==> src/rtl/prg_ray_sched_if.sv <==
// Signal bundle between prg_ray_sched (master side) and its surroundings (slave side).
// Valid/ready: a ray moves on a cycle where valid && ready; payload is stable while valid && !ready.
interface prg_ray_sched_if #(
    parameter int RAY_W = 211
);
    logic             frame_start;
    logic             prg_start;
    logic             prg_done;
    logic             prim_valid;
    logic [RAY_W-1:0] prim_ray;
    logic             prg_stall;
    logic             sec_valid;
    logic [RAY_W-1:0] sec_ray;
    logic             sec_ready;
    logic             out_valid;
    logic [RAY_W-1:0] out_ray;
    logic             out_is_prim;
    logic             out_ready;
    logic             frame_done;
    logic             busy;
    logic             ovf_err;
    logic [18:0]      prim_issued;
    logic [31:0]      stall_cycles;
    logic [1:0]       dbg_state;

    modport master (
        input  frame_start, prg_done, prim_valid, prim_ray, sec_valid, sec_ray, out_ready,
        output prg_start, prg_stall, sec_ready, out_valid, out_ray, out_is_prim,
               frame_done, busy, ovf_err, prim_issued, stall_cycles, dbg_state
    );

    modport slave (
        output frame_start, prg_done, prim_valid, prim_ray, sec_valid, sec_ray, out_ready,
        input  prg_start, prg_stall, sec_ready, out_valid, out_ray, out_is_prim,
               frame_done, busy, ovf_err, prim_issued, stall_cycles, dbg_state
    );
endinterface

==> src/rtl/prg_ray_sched.sv <==
// Frame scheduler: buffers prg primary rays in a FIFO and merges them with secondary rays.
// Optional PRG_SCHED_STATS_EN builds the prim_issued / stall_cycles counters (else tied to 0).
module prg_ray_sched #(
    parameter int RAY_W      = 211,
    parameter int DEPTH      = 8,
    parameter int STALL_FREE = 3,
    parameter int SEC_BURST  = 4
) (
    input  logic           clk,
    input  logic           rst,
    prg_ray_sched_if.master bus
);
    localparam int PTR_W = $clog2(DEPTH);
    localparam int CNT_W = PTR_W + 1;
    localparam int BST_W = $clog2(SEC_BURST + 1);

    typedef enum logic [1:0] {
        ST_IDLE  = 2'd0,
        ST_RUN   = 2'd1,
        ST_DRAIN = 2'd2
    } state_t;

    state_t           state_q, state_d;
    logic [RAY_W-1:0] mem_q [DEPTH];
    logic [PTR_W-1:0] wr_ptr_q, wr_ptr_d;
    logic [PTR_W-1:0] rd_ptr_q, rd_ptr_d;
    logic [CNT_W-1:0] count_q, count_d;
    logic [CNT_W-1:0] free_d;
    logic [BST_W-1:0] burst_q, burst_d;
    logic             out_valid_q, out_valid_d;
    logic [RAY_W-1:0] out_ray_q, out_ray_d;
    logic             out_is_prim_q, out_is_prim_d;
    logic             prg_stall_q, prg_stall_d;
    logic             ovf_err_q, ovf_err_d;

    logic fifo_empty, fifo_full, load, sec_win, take_prim, pop, bypass, push, drop;
    logic prg_start, frame_done;

    // An empty FIFO lets a fresh primary go straight into the output register.
    always_comb begin
        fifo_empty = (count_q == '0);
        fifo_full  = (count_q == CNT_W'(DEPTH));
        load       = !out_valid_q || bus.out_ready;
        sec_win    = load && bus.sec_valid && (fifo_empty || (burst_q < BST_W'(SEC_BURST)));
        take_prim  = load && !sec_win && (!fifo_empty || bus.prim_valid);
        pop        = take_prim && !fifo_empty;
        bypass     = take_prim && fifo_empty;
        push       = bus.prim_valid && !bypass && (!fifo_full || pop);
        drop       = bus.prim_valid && !bypass && fifo_full && !pop;
    end

    always_comb begin
        wr_ptr_d      = wr_ptr_q;
        rd_ptr_d      = rd_ptr_q;
        count_d       = count_q;
        burst_d       = burst_q;
        out_valid_d   = out_valid_q;
        out_ray_d     = out_ray_q;
        out_is_prim_d = out_is_prim_q;
        ovf_err_d     = ovf_err_q | drop;

        if (push) wr_ptr_d = wr_ptr_q + PTR_W'(1);
        if (pop)  rd_ptr_d = rd_ptr_q + PTR_W'(1);
        if (push && !pop)      count_d = count_q + CNT_W'(1);
        else if (!push && pop) count_d = count_q - CNT_W'(1);

        if (load) begin
            out_valid_d   = sec_win || take_prim;
            out_is_prim_d = take_prim;
            if (sec_win)  out_ray_d = bus.sec_ray;
            else if (pop) out_ray_d = mem_q[rd_ptr_q];
            else          out_ray_d = bus.prim_ray;
        end

        if (fifo_empty)     burst_d = '0;
        else if (sec_win)   burst_d = burst_q + BST_W'(1);
        else if (take_prim) burst_d = '0;

        free_d      = CNT_W'(DEPTH) - count_d;
        prg_stall_d = (free_d <= CNT_W'(STALL_FREE));
    end

    always_comb begin
        state_d    = state_q;
        prg_start  = 1'b0;
        frame_done = 1'b0;
        case (state_q)
            ST_IDLE: begin
                if (bus.frame_start) begin
                    prg_start = 1'b1;
                    state_d   = ST_RUN;
                end
            end
            ST_RUN: begin
                if (bus.prg_done) state_d = ST_DRAIN;
            end
            ST_DRAIN: begin
                if (fifo_empty && !(out_valid_q && out_is_prim_q)) begin
                    frame_done = 1'b1;
                    state_d    = ST_IDLE;
                end
            end
            default: state_d = ST_IDLE;
        endcase
    end

    always_ff @(posedge clk) begin
        if (rst) begin
            state_q       <= ST_IDLE;
            wr_ptr_q      <= '0;
            rd_ptr_q      <= '0;
            count_q       <= '0;
            burst_q       <= '0;
            out_valid_q   <= 1'b0;
            out_ray_q     <= '0;
            out_is_prim_q <= 1'b0;
            prg_stall_q   <= 1'b0;
            ovf_err_q     <= 1'b0;
        end else begin
            state_q       <= state_d;
            wr_ptr_q      <= wr_ptr_d;
            rd_ptr_q      <= rd_ptr_d;
            count_q       <= count_d;
            burst_q       <= burst_d;
            out_valid_q   <= out_valid_d;
            out_ray_q     <= out_ray_d;
            out_is_prim_q <= out_is_prim_d;
            prg_stall_q   <= prg_stall_d;
            ovf_err_q     <= ovf_err_d;
        end
    end

    // Storage needs no reset: the pointers and count define which entries are live.
    always_ff @(posedge clk) begin
        if (!rst && push) mem_q[wr_ptr_q] <= bus.prim_ray;
    end

`ifdef PRG_SCHED_STATS_EN
    logic [18:0] prim_issued_q, prim_issued_d;
    logic [31:0] stall_cycles_q, stall_cycles_d;

    always_comb begin
        prim_issued_d  = prim_issued_q;
        stall_cycles_d = stall_cycles_q;
        if (prg_start) begin
            prim_issued_d  = '0;
            stall_cycles_d = '0;
        end else begin
            if (out_valid_q && bus.out_ready && out_is_prim_q)
                prim_issued_d = prim_issued_q + 19'd1;
            if (prg_stall_q && (stall_cycles_q != 32'hFFFF_FFFF))
                stall_cycles_d = stall_cycles_q + 32'd1;
        end
    end

    always_ff @(posedge clk) begin
        if (rst) begin
            prim_issued_q  <= '0;
            stall_cycles_q <= '0;
        end else begin
            prim_issued_q  <= prim_issued_d;
            stall_cycles_q <= stall_cycles_d;
        end
    end

    assign bus.prim_issued  = prim_issued_q;
    assign bus.stall_cycles = stall_cycles_q;
`else
    assign bus.prim_issued  = '0;
    assign bus.stall_cycles = '0;
`endif

    // Combinational strobes are masked during reset so an aborted frame never reports.
    assign bus.prg_start   = prg_start && !rst;
    assign bus.frame_done  = frame_done && !rst;
    assign bus.sec_ready   = sec_win && !rst;
    assign bus.prg_stall   = prg_stall_q;
    assign bus.out_valid   = out_valid_q;
    assign bus.out_ray     = out_ray_q;
    assign bus.out_is_prim = out_is_prim_q;
    assign bus.busy        = (state_q != ST_IDLE);
    assign bus.ovf_err     = ovf_err_q;
    assign bus.dbg_state   = state_q;
endmodule

==> src/flat_wrapper.sv <==
// flat-port wrapper written by rule: the top's interface ports become plain ports
module prg_ray_sched_flat 
#(
    parameter int RAY_W      = 211,
    parameter int DEPTH      = 8,
    parameter int STALL_FREE = 3,
    parameter int SEC_BURST  = 4
)
  (clk, rst, bus_frame_start, bus_prg_done, bus_prim_valid, bus_prim_ray, bus_sec_valid, bus_sec_ray, bus_out_ready, bus_prg_start, bus_prg_stall, bus_sec_ready, bus_out_valid, bus_out_ray, bus_out_is_prim, bus_frame_done, bus_busy, bus_ovf_err, bus_prim_issued, bus_stall_cycles, bus_dbg_state);
  prg_ray_sched_if #(.RAY_W(RAY_W)) bus_i ();
  input  logic clk;
  input  logic rst;
  input wire logic [$bits(bus_i.frame_start)-1:0] bus_frame_start;
  input wire logic [$bits(bus_i.prg_done)-1:0] bus_prg_done;
  input wire logic [$bits(bus_i.prim_valid)-1:0] bus_prim_valid;
  input wire logic [$bits(bus_i.prim_ray)-1:0] bus_prim_ray;
  input wire logic [$bits(bus_i.sec_valid)-1:0] bus_sec_valid;
  input wire logic [$bits(bus_i.sec_ray)-1:0] bus_sec_ray;
  input wire logic [$bits(bus_i.out_ready)-1:0] bus_out_ready;
  output wire logic [$bits(bus_i.prg_start)-1:0] bus_prg_start;
  output wire logic [$bits(bus_i.prg_stall)-1:0] bus_prg_stall;
  output wire logic [$bits(bus_i.sec_ready)-1:0] bus_sec_ready;
  output wire logic [$bits(bus_i.out_valid)-1:0] bus_out_valid;
  output wire logic [$bits(bus_i.out_ray)-1:0] bus_out_ray;
  output wire logic [$bits(bus_i.out_is_prim)-1:0] bus_out_is_prim;
  output wire logic [$bits(bus_i.frame_done)-1:0] bus_frame_done;
  output wire logic [$bits(bus_i.busy)-1:0] bus_busy;
  output wire logic [$bits(bus_i.ovf_err)-1:0] bus_ovf_err;
  output wire logic [$bits(bus_i.prim_issued)-1:0] bus_prim_issued;
  output wire logic [$bits(bus_i.stall_cycles)-1:0] bus_stall_cycles;
  output wire logic [$bits(bus_i.dbg_state)-1:0] bus_dbg_state;
  assign bus_i.frame_start = bus_frame_start;
  assign bus_i.prg_done = bus_prg_done;
  assign bus_i.prim_valid = bus_prim_valid;
  assign bus_i.prim_ray = bus_prim_ray;
  assign bus_i.sec_valid = bus_sec_valid;
  assign bus_i.sec_ray = bus_sec_ray;
  assign bus_i.out_ready = bus_out_ready;
  assign bus_prg_start = bus_i.prg_start;
  assign bus_prg_stall = bus_i.prg_stall;
  assign bus_sec_ready = bus_i.sec_ready;
  assign bus_out_valid = bus_i.out_valid;
  assign bus_out_ray = bus_i.out_ray;
  assign bus_out_is_prim = bus_i.out_is_prim;
  assign bus_frame_done = bus_i.frame_done;
  assign bus_busy = bus_i.busy;
  assign bus_ovf_err = bus_i.ovf_err;
  assign bus_prim_issued = bus_i.prim_issued;
  assign bus_stall_cycles = bus_i.stall_cycles;
  assign bus_dbg_state = bus_i.dbg_state;
  prg_ray_sched #(.RAY_W(RAY_W), .DEPTH(DEPTH), .STALL_FREE(STALL_FREE), .SEC_BURST(SEC_BURST)) u_core (.clk(clk), .rst(rst), .bus(bus_i));
endmodule
==> config.mk <==
export PLATFORM = sky130hd
export DESIGN_NAME = prg_ray_sched_flat
export DESIGN_NICKNAME = d
export VERILOG_FILES = /design/src/rtl/prg_ray_sched_if.sv /design/src/rtl/prg_ray_sched.sv /design/src/flat_wrapper.sv
export SDC_FILE = /design/constraint.sdc
export NUM_CORES = 2
export LEC_CHECK = 0
export CAP_MARGIN = 20
export CORE_ASPECT_RATIO = 1.25
export CORE_MARGIN = 2
export CORE_UTILIZATION = 52
export DETAILED_ROUTE_END_ITERATION = 16
export PLACE_DENSITY_LB_ADDON = 0.12
export SLEW_MARGIN = 10
export SYNTH_ARGS = -nofsm -noshare
export SYNTH_HDL_FRONTEND = slang
export SYNTH_SLANG_ARGS = --single-unit
==> constraint.sdc <==
create_clock -name clk -period 31 [get_ports clk]
set_clock_uncertainty 0.1 [all_clocks]
set_input_delay 7.75 -clock clk [delete_from_list [all_inputs] [get_ports clk]]
set_output_delay 7.75 -clock clk [all_outputs]
set_load 0.02 [all_outputs]
# [Word-level counts from Yosys, hierarchy flattened]
# Memories as Yosys holds them, arrays and structs flattened. A register that Yosys moved wholly into a read port is not among the register bits.
# Cells that the tools add are included.
[word_totals] register_bits=230 ramBits=1688 input_bits=429 word_cells=82 n_memories=1
[op_classes] n_addsub=6 magnitude_cmp=2 eq_ne=6 mux=18 bitwise=1 n_reduce_logical=38
[memory_table] name="u_core.mem_q" depth=8 word_bits=211 read_ports=1 rd_clocked_by_memory_dff=1 wr=1 line="prg_ray_sched.sv:24" text="logic [RAY_W-1:0] mem_q [DEPTH];"
[op_table] operator="$mux W211" count=2
[op_table] operator="$logic_and A1 B1 Y1" count=18
[op_table] operator="$mux W3" count=4
[op_table] operator="$add A3 B1 Y3 const B" count=3
[op_table] operator="$logic_not A1 Y1" count=9
[op_table] operator="$mux W4" count=2
[op_table] operator="$mux W1" count=6
[op_table] operator="$mux W2" count=3
[op_table] operator="$pmux W2 S3" count=1
[op_table] operator="$logic_or A1 B1 Y1" count=5
[op_table] operator="$add A4 B1 Y4 const B" count=1
[op_table] operator="$eq A4 B4 Y1 const B" count=1
[op_table] operator="$le A4 B2 Y1 const B" count=1
[op_table] operator="$logic_not A4 Y1" count=1
[op_table] operator="$ne A2 B2 Y1 const B" count=2
[op_table] operator="$reduce_bool A2 Y1" count=2
[op_table] operator="$sub A4 B1 Y4 const B" count=1
[op_table] operator="$sub A4 B4 Y4 const A" count=1
[op_table] operator="$lt A3 B3 Y1 const B" count=1
[op_table] operator="$reduce_and A3 Y1" count=1
[op_table] operator="$eq A2 B1 Y1 const B" count=1
[op_table] operator="$eq A2 B2 Y1 const B" count=1
[op_table] operator="$logic_not A2 Y1" count=1
[op_table] operator="$ne A2 B1 Y1 const B" count=1
[op_table] operator="other kinds (2)" count=2

# [Logic depth before layout (Yosys ltp)]
[logic_depth] depth_word=17 mapped_depth=12 mapped_depth_nobuf=8

# [Least setup slack after synthesis]
# No wires, ideal clock.
[synth_path] path_type="in2reg" from="input bus_prim_valid" to="memory u_core.mem_q[0][0] (enable)" setup_time_ps=1371 t_arrival_ps=30016 slack_ps=-488 stages=4 path_cell_list="clkbuf_1 clkbuf_1 o21ai_1 nor4b_1"
[synth_between] elab_chain_cells=9 word_cells_on_any_way=11
[synth_lines] item="from (decl)" line="flat_wrapper.sv:15" text="input wire logic [$bits(bus_i.prim_valid)-1:0] bus_prim_valid;"
[synth_lines] item="$logic_or A1 B1 Y1" line="prg_ray_sched.sv:45" text="take_prim = load && !sec_win && (!fifo_empty || bus.prim_valid);"
[synth_lines] item="$logic_and A1 B1 Y1" line="prg_ray_sched.sv:45"
[synth_lines] item="$logic_and A1 B1 Y1" line="prg_ray_sched.sv:47" text="bypass = take_prim && fifo_empty;"
[synth_lines] item="$logic_not A1 Y1" line="prg_ray_sched.sv:48" text="push = bus.prim_valid && !bypass && (!fifo_full || pop);"
[synth_lines] item="$logic_and A1 B1 Y1" line="prg_ray_sched.sv:48"
[synth_lines] item="$logic_and A1 B1 Y1 *" line="prg_ray_sched.sv:48"
[synth_lines] item="$logic_and A1 B1 Y1 *" line="prg_ray_sched.sv:135" text="if (!rst && push) mem_q[wr_ptr_q] <= bus.prim_ray;"
[synth_lines] item="$mux W1 *" line="prg_ray_sched.sv:135"
[synth_lines] item="$mux W1 (implied by the code) *" line="prg_ray_sched.sv:135"
[synth_lines] item="to (decl)" line="prg_ray_sched.sv:24"
# Every way passes the cells marked *; elsewhere a longest branch is shown, timed or not.

# [Final worst setup path]
[layout_path] from="input bus_out_ready" to="output bus_sec_ready"
[layout_between] elab_chain_cells=4
[layout_lines] item="from (decl)" line="flat_wrapper.sv:19" text="input wire logic [$bits(bus_i.out_ready)-1:0] bus_out_ready;"
[layout_lines] item="$logic_or A1 B1 Y1" line="prg_ray_sched.sv:43" text="load = !out_valid_q || bus.out_ready;"
[layout_lines] item="$logic_and A1 B1 Y1 (2 in a row)" line="prg_ray_sched.sv:44" text="sec_win = load && bus.sec_valid && (fifo_empty || (burst_q < BST_W'(SEC_BURST)));"
[layout_lines] item="$logic_and A1 B1 Y1" line="prg_ray_sched.sv:176" text="assign bus.sec_ready = sec_win && !rst;"
[layout_lines] item="to (decl)" line="flat_wrapper.sv:22" text="output wire logic [$bits(bus_i.sec_ready)-1:0] bus_sec_ready;"
# Every way passes these cells.

==> run summary <==
hold_buf cts -> 0
Tcrit/Tclk final -> 56.12%
pwr dens -> 71.92 mW/mm2
Setup Buffers After CTS -> 0
post-route ant nets -> 0
pin count of the biggest net entering global routing -> 136
Post-Syn Area -> 0.07483 mm2
top cell type's share of synthesized area -> 67.74%
Reg clk slew, reported paths -> 60 ps
Starting Density -> 52.42%
total gr overflow -> 0
Vias -> 39848
ys async rst share -> 0%
Final #Nets -> 5097
Setup Crit Path Kind -> input pin to output port
CTS tree -> yes
ys flop type -> edfxtp_1
number of I/O port buffers -> 649
final wirelength -> 172900 um
Slew HR -> 24.14%
total CTS buffers -> 182
Final Hold Vio Count -> 0
clock latency on the worst-skew pair -> 800 ps
Max VDD drop -> 0.07249 mV
Worst Path Required -> 23150 ps
max_cap viols -> 0
DR WL/cell -> 25.74 um
fin crit period -> 17400 ps
Crit. End Element -> output port
Seq/Total Area, Yosys -> 73.97%
# setup viols final -> 0
initial drt markers -> 3015
Hold Crit Class -> flip-flop to flip-flop
FP Rows -> 155
most common cell in the netlist -> edfxtp_1
Post-CTS Resized -> 0
Slew @ Worst Pin -> 1138 ps
synth unique cells -> 55
setup TNS -> 0 ps
H-tree levels -> 4
Die Height -> 428.1 um
Final Wtd Congestion -> 0.7682
fmax -> 0.05748 GHz
CTS Root Cell -> clkbuf_16
dpl hpwl -> 95940 um
Core Footprint -> 0.1427 mm2
Startpoint Class -> input pin
CP max FO -> 3
ranking of synthesized cells by area -> edfxtp_1 (68%), mux4_2 (13%), dfxtp_1 (6.2%), mux2i_1 (2.8%), a211oi_1 (1.9%)
Synth warnings -> 0
placed cell areas -> 0.08295 mm2
Final Util -> 62.42%
max-slew violations -> 0
register bit total from synthesis -> 1921
RSZ-0062 raised after global routing -> no
Area Overhead vs Synth -> 19.06%
Post-synth EDFFs -> 1688
Sink Count -> 1921
die width -> 343.3 um
vias per cell -> 5.934
outcome -> completed
CP arrival -> 9550 ps
share of layout cells above drive strength 1 -> 16.20%
first-pass GRT wire length -> 258300 um
Avg Cell Area, Syn -> 18.48 um2
maximum clock insertion buffer count -> 3
initial antenna violation count -> 28
Pre-antenna DRT Iters -> 8
die footprint -> 0.1470 mm2
I/O Pins -> 701
Pleak -> 27.70 nW
Synth Instances -> 4050
synth cell count leaders -> edfxtp_1 (1688), mux4_2 (422), nor2_1 (251)
vias in the first global route -> 40643
fill count -> 10266
post-route cell area -> 0.08909 mm2
DR DRC count -> 0
total track usage -> 23.51%
Synth area leader -> edfxtp_1
cell type report:
type	count	area [um2]	share of cell area, %
antenna	11	27.53	0.03090
tap	1884	2357	2.646
sequential	1921	55360	62.14
multi-input combinational	1834	18090	20.30
clock buffer	238	4992	5.604
clock inverter	103	1102	1.237
timing repair buffer	719	7143	8.018
inverter	5	18.77	0.02107
critical path: stages:
cell	delay, ps
clkdlybuf4s50_1	590
nand2b_4	180
o211ai_1	230
nor2_1	180
clkdlybuf4s50_1	620
path summary, 6_finish.rpt:
kind / slack (ps) / depth (start not counted) / start / end
worst max register to register: 25610 / 10 / u_core.burst_q[2] / u_core.mem_q[4][178]
worst min register to register: 380 / 2 / u_core.bus.ovf_err / u_core.bus.ovf_err
worst min-delay path: 380 / 2 / u_core.bus.ovf_err / u_core.bus.ovf_err
worst max-delay path: 13600 / 5 / bus_out_ready / bus_sec_ready
state kept, by name (all words and copies together) (netlist names), named ones only:
signal,cells
u_core.bus.ovf_err,1
u_core.bus.out_valid,1
u_core.rd_ptr_q,3
u_core.bus.out_is_prim,1
u_core.bus.dbg_state,2
u_core.bus.prg_stall,1
u_core.wr_ptr_q,3
u_core.burst_q,3
u_core.mem_q,1688
u_core.bus.out_ray,211
u_core.count_q,4
stage by stage:
stage	power (mW)	hold WS (ps)	std cells	worst slack [ps]
3_3_place_gp	4.210	353.3	6361	13610
4_1_cts	6.479	381.2	6702	13590
2_1_floorplan	3.860	354.1	4100	1155
3_5_place_dp	4.225	366.8	6361	13600
6_report	6.407	377.3	6715	13600
5_1_grt	6.663	407.2	6711	13550
cells by family after synthesis:
| group | after synthesis | synth area share (%) |
|---|---|---|
| AOI/OAI and AO/OA | 652 | 5.215 |
| xor gates and xnor gates | 4 | 0.04683 |
| adders and majority gates | 5 | 0.08361 |
| buffers and inverters | 345 | 2.216 |
| DFF | 1921 | 73.97 |
| muxes | 634 | 15.55 |
| other | 1 | 0.005012 |
| and+or+nand+nor | 488 | 2.904 |
cell usage in the layout (no fill, tap or decap), types with 15 or more instances in the layout:
cell and count:
a21oi_1 223, nor2_1 248, nor3_1 187, clkdlybuf4s50_1 648, buf_4 59, clkinv_1 32, o21ai_1 152, nand2_1 15
bufinv_16 22, conb_1 51, mux2i_1 211, edfxtp_1 1688, o21ai_0 36, dfxtp_1 230, clkbuf_1 40, mux4_2 422
clkinv_2 34, a211oi_1 185, clkbuf_16 188
metal layers:
metal / global-route usage [%] / wire length [um] / vias to the layer above
met5: 0 / 173 / -
met4: 6.915 / 4016 / 28
met3: 4.397 / 11120 / 251
met2: 38.48 / 85570 / 1302
met1: 32.40 / 71980 / 20630
li1: - / - / 17637
report_power, final:
part	internal (mW)	switching (mW)	leakage, nW
sequential	2.93	0.0513	17.2
clock	1.32	0.939	2.98
combinational	0.533	0.632	7.55
total	4.78	1.62	27.7
Note: power is estimated with default switching activity, not from simulation.
==> patch (same flow settings) <==
`SEC_BURST` is set to 4 in 2 places; all go to 2.
--- a/src/rtl/prg_ray_sched.sv
+++ b/src/rtl/prg_ray_sched.sv
@@ -4,7 +4,7 @@
     parameter int RAY_W      = 211,
     parameter int DEPTH      = 8,
     parameter int STALL_FREE = 3,
-    parameter int SEC_BURST  = 4
+    parameter int SEC_BURST  = 2
 ) (
     input  logic           clk,
     input  logic           rst,
--- a/src/flat_wrapper.sv
+++ b/src/flat_wrapper.sv
@@ -4,7 +4,7 @@
     parameter int RAY_W      = 211,
     parameter int DEPTH      = 8,
     parameter int STALL_FREE = 3,
-    parameter int SEC_BURST  = 4
+    parameter int SEC_BURST  = 2
 )
   (clk, rst, bus_frame_start, bus_prg_done, bus_prim_valid, bus_prim_ray, bus_sec_valid, bus_sec_ray, bus_out_ready, bus_prg_start, bus_prg_stall, bus_sec_ready, bus_out_valid, bus_out_ray, bus_out_is_prim, bus_frame_done, bus_busy, bus_ovf_err, bus_prim_issued, bus_stall_cycles, bus_dbg_state);
   prg_ray_sched_if #(.RAY_W(RAY_W)) bus_i ();
Function: not settled (the Yosys comparison gave no result); the edit may change what the design does.
==> patch against the unedited design <==
- sequential cell count fell by 1
- worst setup slack got worse by 0.066 ns
- critical path depth did not move
- synthesized area rose by 0.32%
- routed wire length barely moved
- utilization fell by 0.11 points
- largest cell class unchanged
- sequential power fell by 1%
- synthesized cell count fell by 0.79%
- combinational power fell by 30%
- power fell by 6.8%
- highest routed layer unchanged
- final area barely moved
- global-route usage fell by 0.089 points
- count of clock-buffer cells in the layout rose by 6
==> patch: results (changes against the unedited design) <==
- Worst path slowest cell: clkdlybuf4s50_1
- Top cells by count, synth: edfxtp_1, mux4_2, nor2_1
- Vias in the first global route: 40900 (+0.51%)
- Status: finished, final reports clean
- Num CTS Buffers: 183 (+0.55%)
- VDD IR max: 0.0000511 V (-30%)
- Global-route wire length before repair: 258000 um (about the same)
- Distinct cells, synth: 46 (-16%)
- Vias: 39700 (-0.45%)
- Clock Pin Slew Worst Setup and Hold Paths: 0.06 ns (about the same)
- Max_cap viols: 0 (unchanged)
- WL final: 173000 um (about the same)
- Port buffer count: 649 (unchanged)
- Relative slew slack: 0.234 (-0.00723)
- H-tree depth: 4 (unchanged)
- Post-CTS Resized: 0 (unchanged)
- Critical Path Start: bus_sec_valid
- Post-CTS Setup Inserts: 0 (unchanged)
- Seq/Total Area, Yosys: 0.737 (-0.00260)
- Max reg flops: 1688 (unchanged)
- Largest net degree at the start of global routing: 135 (-0.74%)
- GP Congestion: 0.748 (-2.6%)
- Net count, final: 5065 (-0.63%)
- Crit Path Max Fanout: 12 (+9)
- EDFF count, synth: 1688 (unchanged)
- Pre-antenna DRT Iters: 8 (unchanged)
- Total track usage: 0.234 (-0.000895)
- CP max stage delay: 0.64 ns (+0.02 ns)
- CP Data Arrival Time: 9.61 ns (+0.06 ns)
- Final HPWL DP: 94400 um (-1.6%)
- Hold Startpoint: u_core.bus.out_is_prim
- Hold Crit Class: flip-flop to flip-flop
- R2R Path Start: u_core.bus.out_valid
- Main area contributors after synthesis: edfxtp_1, mux4_2, dfxtp_1
- Layout cells sized above 1: 0.179 (+0.0165)
- Leakage: 27.7 nW (about the same)
- Biggest register: u_core.mem_q
- # fillers: 10300 (+0.049%)
- Initial antenna violation count: 15 (-46%)
- Starting DRT DRC Count: 3393 (+13%)
- Delay-heaviest family, CP: buffers and inverters
==> patch: worst paths after layout <==
path / endpoint / slack (ns) / cells after the start
setup / recovery: bus_sec_ready / 13.54 / 5
hold / removal: u_core.bus.out_is_prim / 0.38 / 2
setup reg to reg: u_core.mem_q[5][162] / 25.83 / 8
hold reg to reg: u_core.bus.out_is_prim / 0.38 / 2
==> patch: cell families (layout without fill, tap and decap cells) <==
logic type / Yosys count / after routing / synth area share
multiplexers: 634 / 634 / 0.155
flip-flops: 1920 / 1920 / 0.737
AND/OR/NAND/NOR: 475 / 475 / 0.0279
other: 1 / 57 / 0.0000500
XOR/XNOR: 6 / 6 / 0.000700
buffers and inverters: 341 / 1062 / 0.0223
adder cells (fa/ha/maj): 4 / 4 / 0.000667
AO/OA/AOI/OAI: 637 / 637 / 0.0563
==> patch: power by group <==
group / internal [W] / switching (W)
Combinational: 0.000372 / 0.000444
Sequential: 0.00290 / 0.0000405
Clock: 0.00127 / 0.000941
==> patch: final cells by class <==
class,instances,area share
sequential,1920,0.621
multi-input combinational,1807,0.206
timing repair buffer,715,0.0799
clock buffer,244,0.0572
tap,1884,0.0264
clock inverter,98,0.00974
inverter,5,0.000210
antenna,6,0.000168
==> patch: through the flow <==
step,worst slack [ns],hold WS (ns),cell area (um2),std cells,total power [W]
after global placement,13.57,0.349,83200,6330,0.00381
after detailed placement,13.55,0.364,83200,6330,0.00382
final,13.54,0.380,89200,6679,0.00597
after global routing,13.48,0.404,89200,6677,0.00619
after CTS,13.54,0.384,89100,6672,0.00603
after floorplan,1.30,0.354,75300,4068,0.00354
==> patch: worst min-delay path: cells and delay by family, from the launching register on <==
family          cells  cell delay, ns
simple gates        1            0.06
compound gates      1            0.05
flops               1            0.32
==> patch: metal layers <==
layer	vias up	part of all wire	track usage
met1	20700	0.43	0.332
li1	17500	-	-
met5	-	0.00054	0
met3	214	0.059	0.0361
met2	1277	0.49	0.384
met4	12	0.016	0.0587
